<file path="src/rtl/regfile_wb_pkg.sv">
// Shared types for the SEQ register-file writeback scheduler.
// Bundle value width is fixed here; the top-level W must match WB_W.
package regfile_wb_pkg;

    localparam logic [3:0] RNONE    = 4'hF;
    localparam int         WB_W     = 64;
    localparam int         WB_NREG  = 15;

    typedef enum logic [1:0] {
        S_IDLE,
        S_E,
        S_M
    } state_t;

    typedef struct packed {
        logic [3:0]      dstE;
        logic [WB_W-1:0] valE;
        logic [3:0]      dstM;
        logic [WB_W-1:0] valM;
    } wb_bundle_t;

endpackage

</file>
<file path="src/rtl/wb_fifo.sv">
// Writeback bundle FIFO with a per-entry "E already written" flag.
// All entries are exposed oldest-first for pending-write and forward scans.
module wb_fifo
    import regfile_wb_pkg::*;
#(
    parameter int DEPTH = 2
) (
    input  logic             clk,
    input  logic             reset,
    input  logic             i_push,
    input  wb_bundle_t       i_data,
    input  logic             i_pop,
    input  logic             i_e_done,
    output logic             o_full,
    output logic             o_empty,
    output logic             o_more,
    output wb_bundle_t       o_ent [DEPTH],
    output logic [DEPTH-1:0] o_vld,
    output logic [DEPTH-1:0] o_edone
);

    localparam int AW = $clog2(DEPTH);

    wb_bundle_t       r_mem [DEPTH];
    logic [DEPTH-1:0] r_edone;
    logic [AW-1:0]    r_rd;
    logic [AW-1:0]    r_wr;
    logic [AW:0]      r_cnt;
    logic [AW-1:0]    w_idx [DEPTH];

    always_ff @(posedge clk or negedge reset) begin
        if (!reset) begin
            r_rd    <= '0;
            r_wr    <= '0;
            r_cnt   <= '0;
            r_edone <= '0;
        end else begin
            if (i_push) begin
                r_wr          <= r_wr + AW'(1);
                r_edone[r_wr] <= 1'b0;
            end
            if (i_e_done)
                r_edone[r_rd] <= 1'b1;
            if (i_pop)
                r_rd <= r_rd + AW'(1);
            r_cnt <= r_cnt + {{AW{1'b0}}, i_push} - {{AW{1'b0}}, i_pop};
        end
    end

    // Payload storage needs no reset: validity is carried by r_cnt.
    always_ff @(posedge clk) begin
        if (i_push)
            r_mem[r_wr] <= i_data;
    end

    assign o_full  = (r_cnt == (AW+1)'(DEPTH));
    assign o_empty = (r_cnt == '0);
    assign o_more  = (r_cnt > (AW+1)'(1));

    always_comb begin
        for (int k = 0; k < DEPTH; k++) begin
            w_idx[k]   = r_rd + AW'(k);
            o_ent[k]   = r_mem[w_idx[k]];
            o_edone[k] = r_edone[w_idx[k]];
            o_vld[k]   = ((AW+1)'(k) < r_cnt);
        end
    end

endmodule

</file>
<file path="src/rtl/regfile_wb_scheduler.sv">
// Serialises {dstE,valE,dstM,valM} bundles onto one register-file write port.
// Optional WB_FORWARD_EN adds forwarding of pending values to decode.
module regfile_wb_scheduler
    import regfile_wb_pkg::*;
#(
    parameter int DEPTH = 2,
    parameter int W     = WB_W,
    parameter int NREG  = WB_NREG
) (
    input  logic            clk,
    input  logic            reset,
    input  logic            wb_valid,
    output logic            wb_ready,
    input  logic [3:0]      wb_dstE,
    input  logic [W-1:0]    wb_valE,
    input  logic [3:0]      wb_dstM,
    input  logic [W-1:0]    wb_valM,
    output logic            rf_wrEn,
    output logic [3:0]      rf_registernumber_write,
    output logic [W-1:0]    rf_val_write,
    input  logic [3:0]      chk_reg1,
    input  logic [3:0]      chk_reg2,
    output logic            stall,
    output logic [NREG-1:0] busy,
`ifdef WB_FORWARD_EN
    output logic            fwd_hit1,
    output logic            fwd_hit2,
    output logic [W-1:0]    fwd_val1,
    output logic [W-1:0]    fwd_val2,
`endif
    output logic            idle
);

    wb_bundle_t       w_in;
    wb_bundle_t       w_ent [DEPTH];
    logic [DEPTH-1:0] w_vld;
    logic [DEPTH-1:0] w_edone;
    logic             w_full;
    logic             w_empty;
    logic             w_more;
    logic             w_push;

    state_t           r_state;
    state_t           w_next;
    logic             r_wr;
    logic [3:0]       r_addr;
    logic [W-1:0]     r_val;
    logic             w_wr;
    logic [3:0]       w_addr;
    logic [W-1:0]     w_val;
    logic             w_pop;
    logic             w_set_e;
    logic [15:0]      w_pend;
    logic             w_p1;
    logic             w_p2;

    assign w_in     = '{dstE: wb_dstE, valE: wb_valE,
                        dstM: wb_dstM, valM: wb_valM};
    assign wb_ready = ~w_full;
    assign w_push   = wb_valid & ~w_full;

    wb_fifo #(.DEPTH(DEPTH)) u_fifo (
        .clk      (clk),
        .reset    (reset),
        .i_push   (w_push),
        .i_data   (w_in),
        .i_pop    (w_pop),
        .i_e_done (w_set_e),
        .o_full   (w_full),
        .o_empty  (w_empty),
        .o_more   (w_more),
        .o_ent    (w_ent),
        .o_vld    (w_vld),
        .o_edone  (w_edone)
    );

    always_comb begin
        w_next  = r_state;
        w_wr    = 1'b0;
        w_addr  = RNONE;
        w_val   = '0;
        w_pop   = 1'b0;
        w_set_e = 1'b0;
        unique case (r_state)
            S_IDLE: begin
                if (!w_empty)
                    w_next = S_E;
            end
            S_E: begin
                w_set_e = 1'b1;
                w_next  = S_M;
                if (w_ent[0].dstE != RNONE) begin
                    w_wr   = 1'b1;
                    w_addr = w_ent[0].dstE;
                    w_val  = w_ent[0].valE;
                end
            end
            S_M: begin
                w_pop  = 1'b1;
                w_next = w_more ? S_E : S_IDLE;
                if (w_ent[0].dstM != RNONE) begin
                    w_wr   = 1'b1;
                    w_addr = w_ent[0].dstM;
                    w_val  = w_ent[0].valM;
                end
            end
            default: w_next = S_IDLE;
        endcase
    end

    always_ff @(posedge clk or negedge reset) begin
        if (!reset) begin
            r_state <= S_IDLE;
            r_wr    <= 1'b0;
            r_addr  <= RNONE;
            r_val   <= '0;
        end else begin
            r_state <= w_next;
            r_wr    <= w_wr;
            r_addr  <= w_addr;
            r_val   <= w_val;
        end
    end

    assign rf_wrEn                 = r_wr;
    assign rf_registernumber_write = r_addr;
    assign rf_val_write            = r_val;

    // An E write stops being pending once e_done is set; M stays until pop.
    always_comb begin
        w_pend = '0;
        for (int k = 0; k < DEPTH; k++) begin
            if (w_vld[k]) begin
                if (!w_edone[k] && w_ent[k].dstE != RNONE)
                    w_pend[w_ent[k].dstE] = 1'b1;
                if (w_ent[k].dstM != RNONE)
                    w_pend[w_ent[k].dstM] = 1'b1;
            end
        end
    end

    assign busy = w_pend[NREG-1:0];
    assign w_p1 = (chk_reg1 != RNONE) & w_pend[chk_reg1];
    assign w_p2 = (chk_reg2 != RNONE) & w_pend[chk_reg2];
    assign idle = w_empty & (r_state == S_IDLE);

`ifdef WB_FORWARD_EN
    // Oldest-to-youngest scan so the last match is the youngest value.
    always_comb begin
        fwd_val1 = '0;
        fwd_val2 = '0;
        for (int k = 0; k < DEPTH; k++) begin
            if (w_vld[k]) begin
                if (!w_edone[k] && w_ent[k].dstE == chk_reg1)
                    fwd_val1 = w_ent[k].valE;
                if (w_ent[k].dstM == chk_reg1)
                    fwd_val1 = w_ent[k].valM;
                if (!w_edone[k] && w_ent[k].dstE == chk_reg2)
                    fwd_val2 = w_ent[k].valE;
                if (w_ent[k].dstM == chk_reg2)
                    fwd_val2 = w_ent[k].valM;
            end
        end
    end

    assign fwd_hit1 = w_p1;
    assign fwd_hit2 = w_p2;
    assign stall    = (w_p1 & ~fwd_hit1) | (w_p2 & ~fwd_hit2);
`else
    assign stall    = w_p1 | w_p2;
`endif

endmodule

</file>
<file path="config.mk">
export PLATFORM = sky130hd
export DESIGN_NAME = regfile_wb_scheduler
export DESIGN_NICKNAME = d
export VERILOG_FILES = /design/src/rtl/regfile_wb_pkg.sv /design/src/rtl/wb_fifo.sv /design/src/rtl/regfile_wb_scheduler.sv
export SDC_FILE = /design/constraint.sdc
export NUM_CORES = 1
export LEC_CHECK = 0
export CORE_UTILIZATION = 53
export DETAILED_ROUTE_END_ITERATION = 10
export GPL_TIMING_DRIVEN = 0
export PLACE_DENSITY = 0.8
export SYNTH_ARGS = -nofsm -noshare
export SYNTH_HDL_FRONTEND = slang
export SYNTH_SLANG_ARGS = --single-unit
</file>
<file path="constraint.sdc">
create_clock -name clk -period 10 [get_ports clk]
set_input_delay 1.5 -clock clk [delete_from_list [all_inputs] [get_ports clk]]
set_output_delay 1.5 -clock clk [all_outputs]
set_load 0.02 [all_outputs]
</file>
# After elaboration in Yosys (flattened, before gate mapping)
# Memory sizes are Yosys's and may differ from the RTL's.
# Index checks and enable logic that the tools add are counted.
# totals
regBits	77
mem_bits_rw	272
in_bits	147
wordCells	111
n_memories	1
# memory_table
name	words	word_bits	rd	rd_clocked_by_memory_dff	write_ports	line	text
u_fifo.r_mem	2	136	2	0	1	wb_fifo.sv:24	wb_bundle_t r_mem [DEPTH];
# classes
addsub	4
order_cmp	18
n_eq_ne	10
muxes	46
bitwise	12
n_reduce_logical	12
# ops
cell	count
$mux 16	8
$mux 64	2
$pmux 64 s2	1
$or 16x16->16	3
$lt 4x5->1 const B	6
$ne 4x4->1 const B	6
$mux 1	19
$demux 1 s4	4
$ge 4x1->1 const B	4
$bmux 1 s4	2
$logic_and 1x1->1	8
$mux 4	2
$pmux 4 s2	1
$lt 1x2->1 const B	3
$mux 2	3
$pmux 2 s3	1
$and 1x1->1	4
$eq 2x2->1 const B	2
$logic_not 2->1	2
$lt 1x2->1 const A	2
$add 1x1->1 const B	2
$add 2x1->2	1
$and 2x2->2	1
$demux 1 s1	2
11 further kinds	13

# Logic depth before layout (Yosys ltp)
# An unclocked memory read counts as a cell.
# logic_depth
word_depth	20
ltp_mapped	11
depth_no_buf	8

# Hierarchy
# A second synthesis with hierarchy kept.
# unflattened
hier_cells	984
area_unflattened_um2	15632.5
# by_module_without_submodules
mod	n_inst	cells_per_inst	area_per_inst_um2	seq_area_each_um2
wb_fifo	1	606	11843.9	8318.0
regfile_wb_scheduler	1	378	3788.6	1781.7

# Least setup slack after synthesis
# No wires, ideal clock.
# synth_path
path_kind	input-to-reg
from	input port wb_valid
to	memory u_fifo.r_mem[0][0] (netlist name) (enable)
arrival_ps	7261
t_required_ps	9367
setup_slack_ps	2106
cell_stages	2
path_buffers	0
path_cell_list	nand2_1 nor2_1
# synth_between
elab_chain_len	3
# synth_lines
element	line	text
from (decl)	regfile_wb_scheduler.sv:12	input logic wb_valid,
$and 1x1->1	regfile_wb_scheduler.sv:60	assign w_push = wb_valid & ~w_full;
$mux 1	wb_fifo.sv:52	if (i_push)
$mux 1 (implied by the code)	wb_fifo.sv:53	r_mem[r_wr] <= i_data;
to (decl)	wb_fifo.sv:24	
# Every way passes these cells.

# Final worst setup path
# layout_path
from	input port chk_reg1[1]
to	output port stall
# layout_between
elab_chain_len	4
# layout_lines
element	line	text
from (decl)	regfile_wb_scheduler.sv:21	input logic [3:0] chk_reg1,
$bmux 1 s4	regfile_wb_scheduler.sv:143	assign w_p1 = (chk_reg1 != RNONE) & w_pend[chk_reg1];
$mux 1 (implied by the code)	regfile_wb_scheduler.sv:143	
$and 1x1->1 (*)	regfile_wb_scheduler.sv:143	
$or 1x1->1 (*)	regfile_wb_scheduler.sv:170	assign stall = w_p1 | w_p2;
to (decl)	regfile_wb_scheduler.sv:23	output logic stall,
# Mark *: on every way between the ends. The rest lies on a longest branch, timed or not. The select of a mux whose other input is x is not followed.

==> results_dict.tcl <==
set metrics [dict create \
    status "complete, no violations" \
    whs_path_depth 1 \
    hold_start "r_state[0]" \
    slowest_delay_ns 0.58 \
    utilization 0.696 \
    crit_top_cell "clkdlybuf4s50_1" \
    finalWirelength_mm 33.2 \
    drive_gt1_frac 0.0786 \
    globalplace.congestion 0.902 \
    path_cells "clkdlybuf4s50_1 > nor2b_1 > a22o_1 > a221oi_1 > nand4_1 > or4_1 > clkdlybuf4s50_1" \
    slowest_stage "clkdlybuf4s50_1" \
    insertion_delay_ns 0.52 \
    place.detailed.hpwl_mm 22.1 \
    track_usage 0.245 \
    finalPower_w 0.00557 \
    critPathKind "input pin to primary output" \
    ctsHoldBuffers 0 \
    hold_end "r_state[0]" \
    multi_input_area_sq_um 3630 \
    start_util 0.540 \
    layout_setup_ws_ns 4.42 \
    synth_cell_type_count 64 \
    drtIter0Drc 723 \
    ys_seq_area_frac 0.718 \
    finalMaxSlewViolations 0 \
    routed_via_density 5.73 \
    clock_path_buffers 3 \
    ys_warn_count 0 \
    rows 59 \
    crit_path_start_kind "input pin" \
    final_common_cell "edfxtp_1" \
    synthArstFlopShare 0.221 \
    syn_inst 893 \
    grt_setup_unrepaired "no" \
    wl_per_cell_um 21.6 \
    nets 1322 \
    max_slew_margin 0.415 \
    path_clk_slew_ns 0.06 \
    core-area_sq_um 26100 \
    yosys_most_used_dff "edfxtp_1" \
    r2r_slack_ns 6.73 \
    antenna_found_initial 5 \
    worst-r2r-cell-count 9 \
    die_area_sq_um 27200 \
    period_share 0.558 \
    mostFrequentLayoutCells "edfxtp_1 (272), clkdlybuf4s50_1 (230), mux2i_1 (140)" \
    cts_resized 0 \
    cts_tree "done" \
    rr_endpoint "rf_val_write[22]" \
    synth.avg_cell_area_sq_um 15.7 \
    hold_ws_ns 0.554 \
    worstPathMaxFanout 7 \
    setup_tns_ns 0 \
    syn2layout_area_growth_pct 29.1 \
    crit_path_end_kind "primary output" \
    regArea_sq_um 10100 \
    grt_pass1_vias 9120 \
    netlist_area_sq_um 14100 \
    synth.net_count 1046 \
    drc_errors 0 \
    grt_max_degree 63 \
    setup_viol 0 \
    clockRootBuffer "clkbuf_16" \
    cts_made_buffers 36 \
    vias 8816 \
    dp_slack_ns 4.49 \
    clock_skew_ns 0.0256 \
    die_y_um 165 \
    ant_nets 0 \
    crit_required_ns 8.50 \
    fillers 1750 \
    portBuffers 231 \
    cts_setup_buffers 0 \
    power_density_nw_per_um2 307 \
    drv_cap 0 \
    reg2reg_from "u_fifo.r_rd" \
    die_x_um 165 \
    io_pins 234 \
    fmax_mhz 179 \
    grt-ovfl-total 0 \
    h-tree-depth 2 \
    critical_path_arrival_ns 4.08 \
    drtPass1Iterations 6 \
    post-route-min-period_ns 5.58 \
    synth_edf_count 272 \
    worst_pin_slew_ns 0.875 \
    hold_violations 0 \
    clkSinkCount 349 \
    ir_drop_mv 0.251 \
    grt_pass1_wl_mm 49.4 \
    leakagePower_nw 6.82 \
    hp-class "flip-flop to flip-flop" \
    synth-seq-cells 349 \
]
[Yosys cell counts (7+ instances only)]
| library cell | instances | area [sq um] |
|---|---|---|
| dfrtp_1 | 73 | 1830 |
| clkbuf_1 | 33 | 124 |
| buf_2 | 7 | 35.0 |
| nor2_1 | 23 | 86.3 |
| mux2i_1 | 140 | 1400 |
| inv_1 | 22 | 82.6 |
| o21ai_0 | 12 | 60.1 |
| nand2_1 | 18 | 67.6 |
| o22ai_1 | 77 | 482 |
| edfxtp_1 | 272 | 8170 |
| nand3_1 | 9 | 45.0 |
| and2_1 | 66 | 413 |
| nor3_1 | 10 | 50.1 |
| nor3b_1 | 8 | 60.1 |
[cell families after synthesis]
kind of cell    share of synthesized area
buf+inv                            0.0240
simple gates                       0.0675
compound gates                     0.0779
xor+xnor                          0.00249
fa+ha+maj                         0.00534
mux                                 0.104
flops                               0.718
[worst max-delay path, delay by kind of cell]
family,cells,cell delay (ns)
buffers and inverters,2,1.13
and+or+nand+nor,3,0.90
AOI/OAI and AO/OA,2,0.54
[stage by stage]
step	cells	instance area, sq um
CTS	1531	18100
global placement	1459	16800
global route	1534	18100
finish	1538	18100
floorplan	893	14100
detailed placement	1466	17000
[power by group]
group | switching, W | internal [W]
Clock | 0.000525 | 0.000771
Sequential | 0.000135 | 0.00202
Combinational | 0.00125 | 0.000880
Total | 0.00191 | 0.00367
[metal layers]
| metal | global-route usage | share of wire | vias up |
|---|---|---|---|
| met3 | 0.0527 | 0.060 | 85 |
| met1 | 0.298 | 0.39 | 4403 |
| met4 | 0.102 | 0.039 | 2 |
| li1 | - | - | 4025 |
| met2 | 0.421 | 0.51 | 301 |
| met5 | 0 | 0.00039 | - |
[sequential cells by signal, indices dropped and copies added (netlist names)]
register / count
r_state: 2
rf_registernumber_write: 4
rf_val_write: 64
rf_wrEn: 1
u_fifo.r_cnt: 2
u_fifo.r_edone: 2
u_fifo.r_mem: 272
u_fifo.r_rd: 1
u_fifo.r_wr: 1
[area by class of cell]
type | count | area share
antenna | 7 | 0.000965
buffer | 50 | 0.0139
clock buffer | 56 | 0.0594
clock inverter | 9 | 0.00476
inverter | 23 | 0.00476
multi-input combinational | 471 | 0.200
sequential | 349 | 0.557
tap | 335 | 0.0231
timing repair buffer | 238 | 0.136
[worst max path at each step]
stage	end	depth (start not counted)	from	slack, ns
2_1_floorplan	u_fifo.r_mem[0][0]	2	wb_valid	2.11
3_3_place_gp	u_fifo.r_mem[0][109]	3	wb_valid	-1.57
3_5_place_dp	stall	7	chk_reg1[1]	4.49
4_1_cts	stall	7	chk_reg1[1]	4.50
5_1_grt	stall	7	chk_reg1[1]	4.33
6_report	stall	7	chk_reg1[1]	4.42
(Power assumes the default switching activity.)
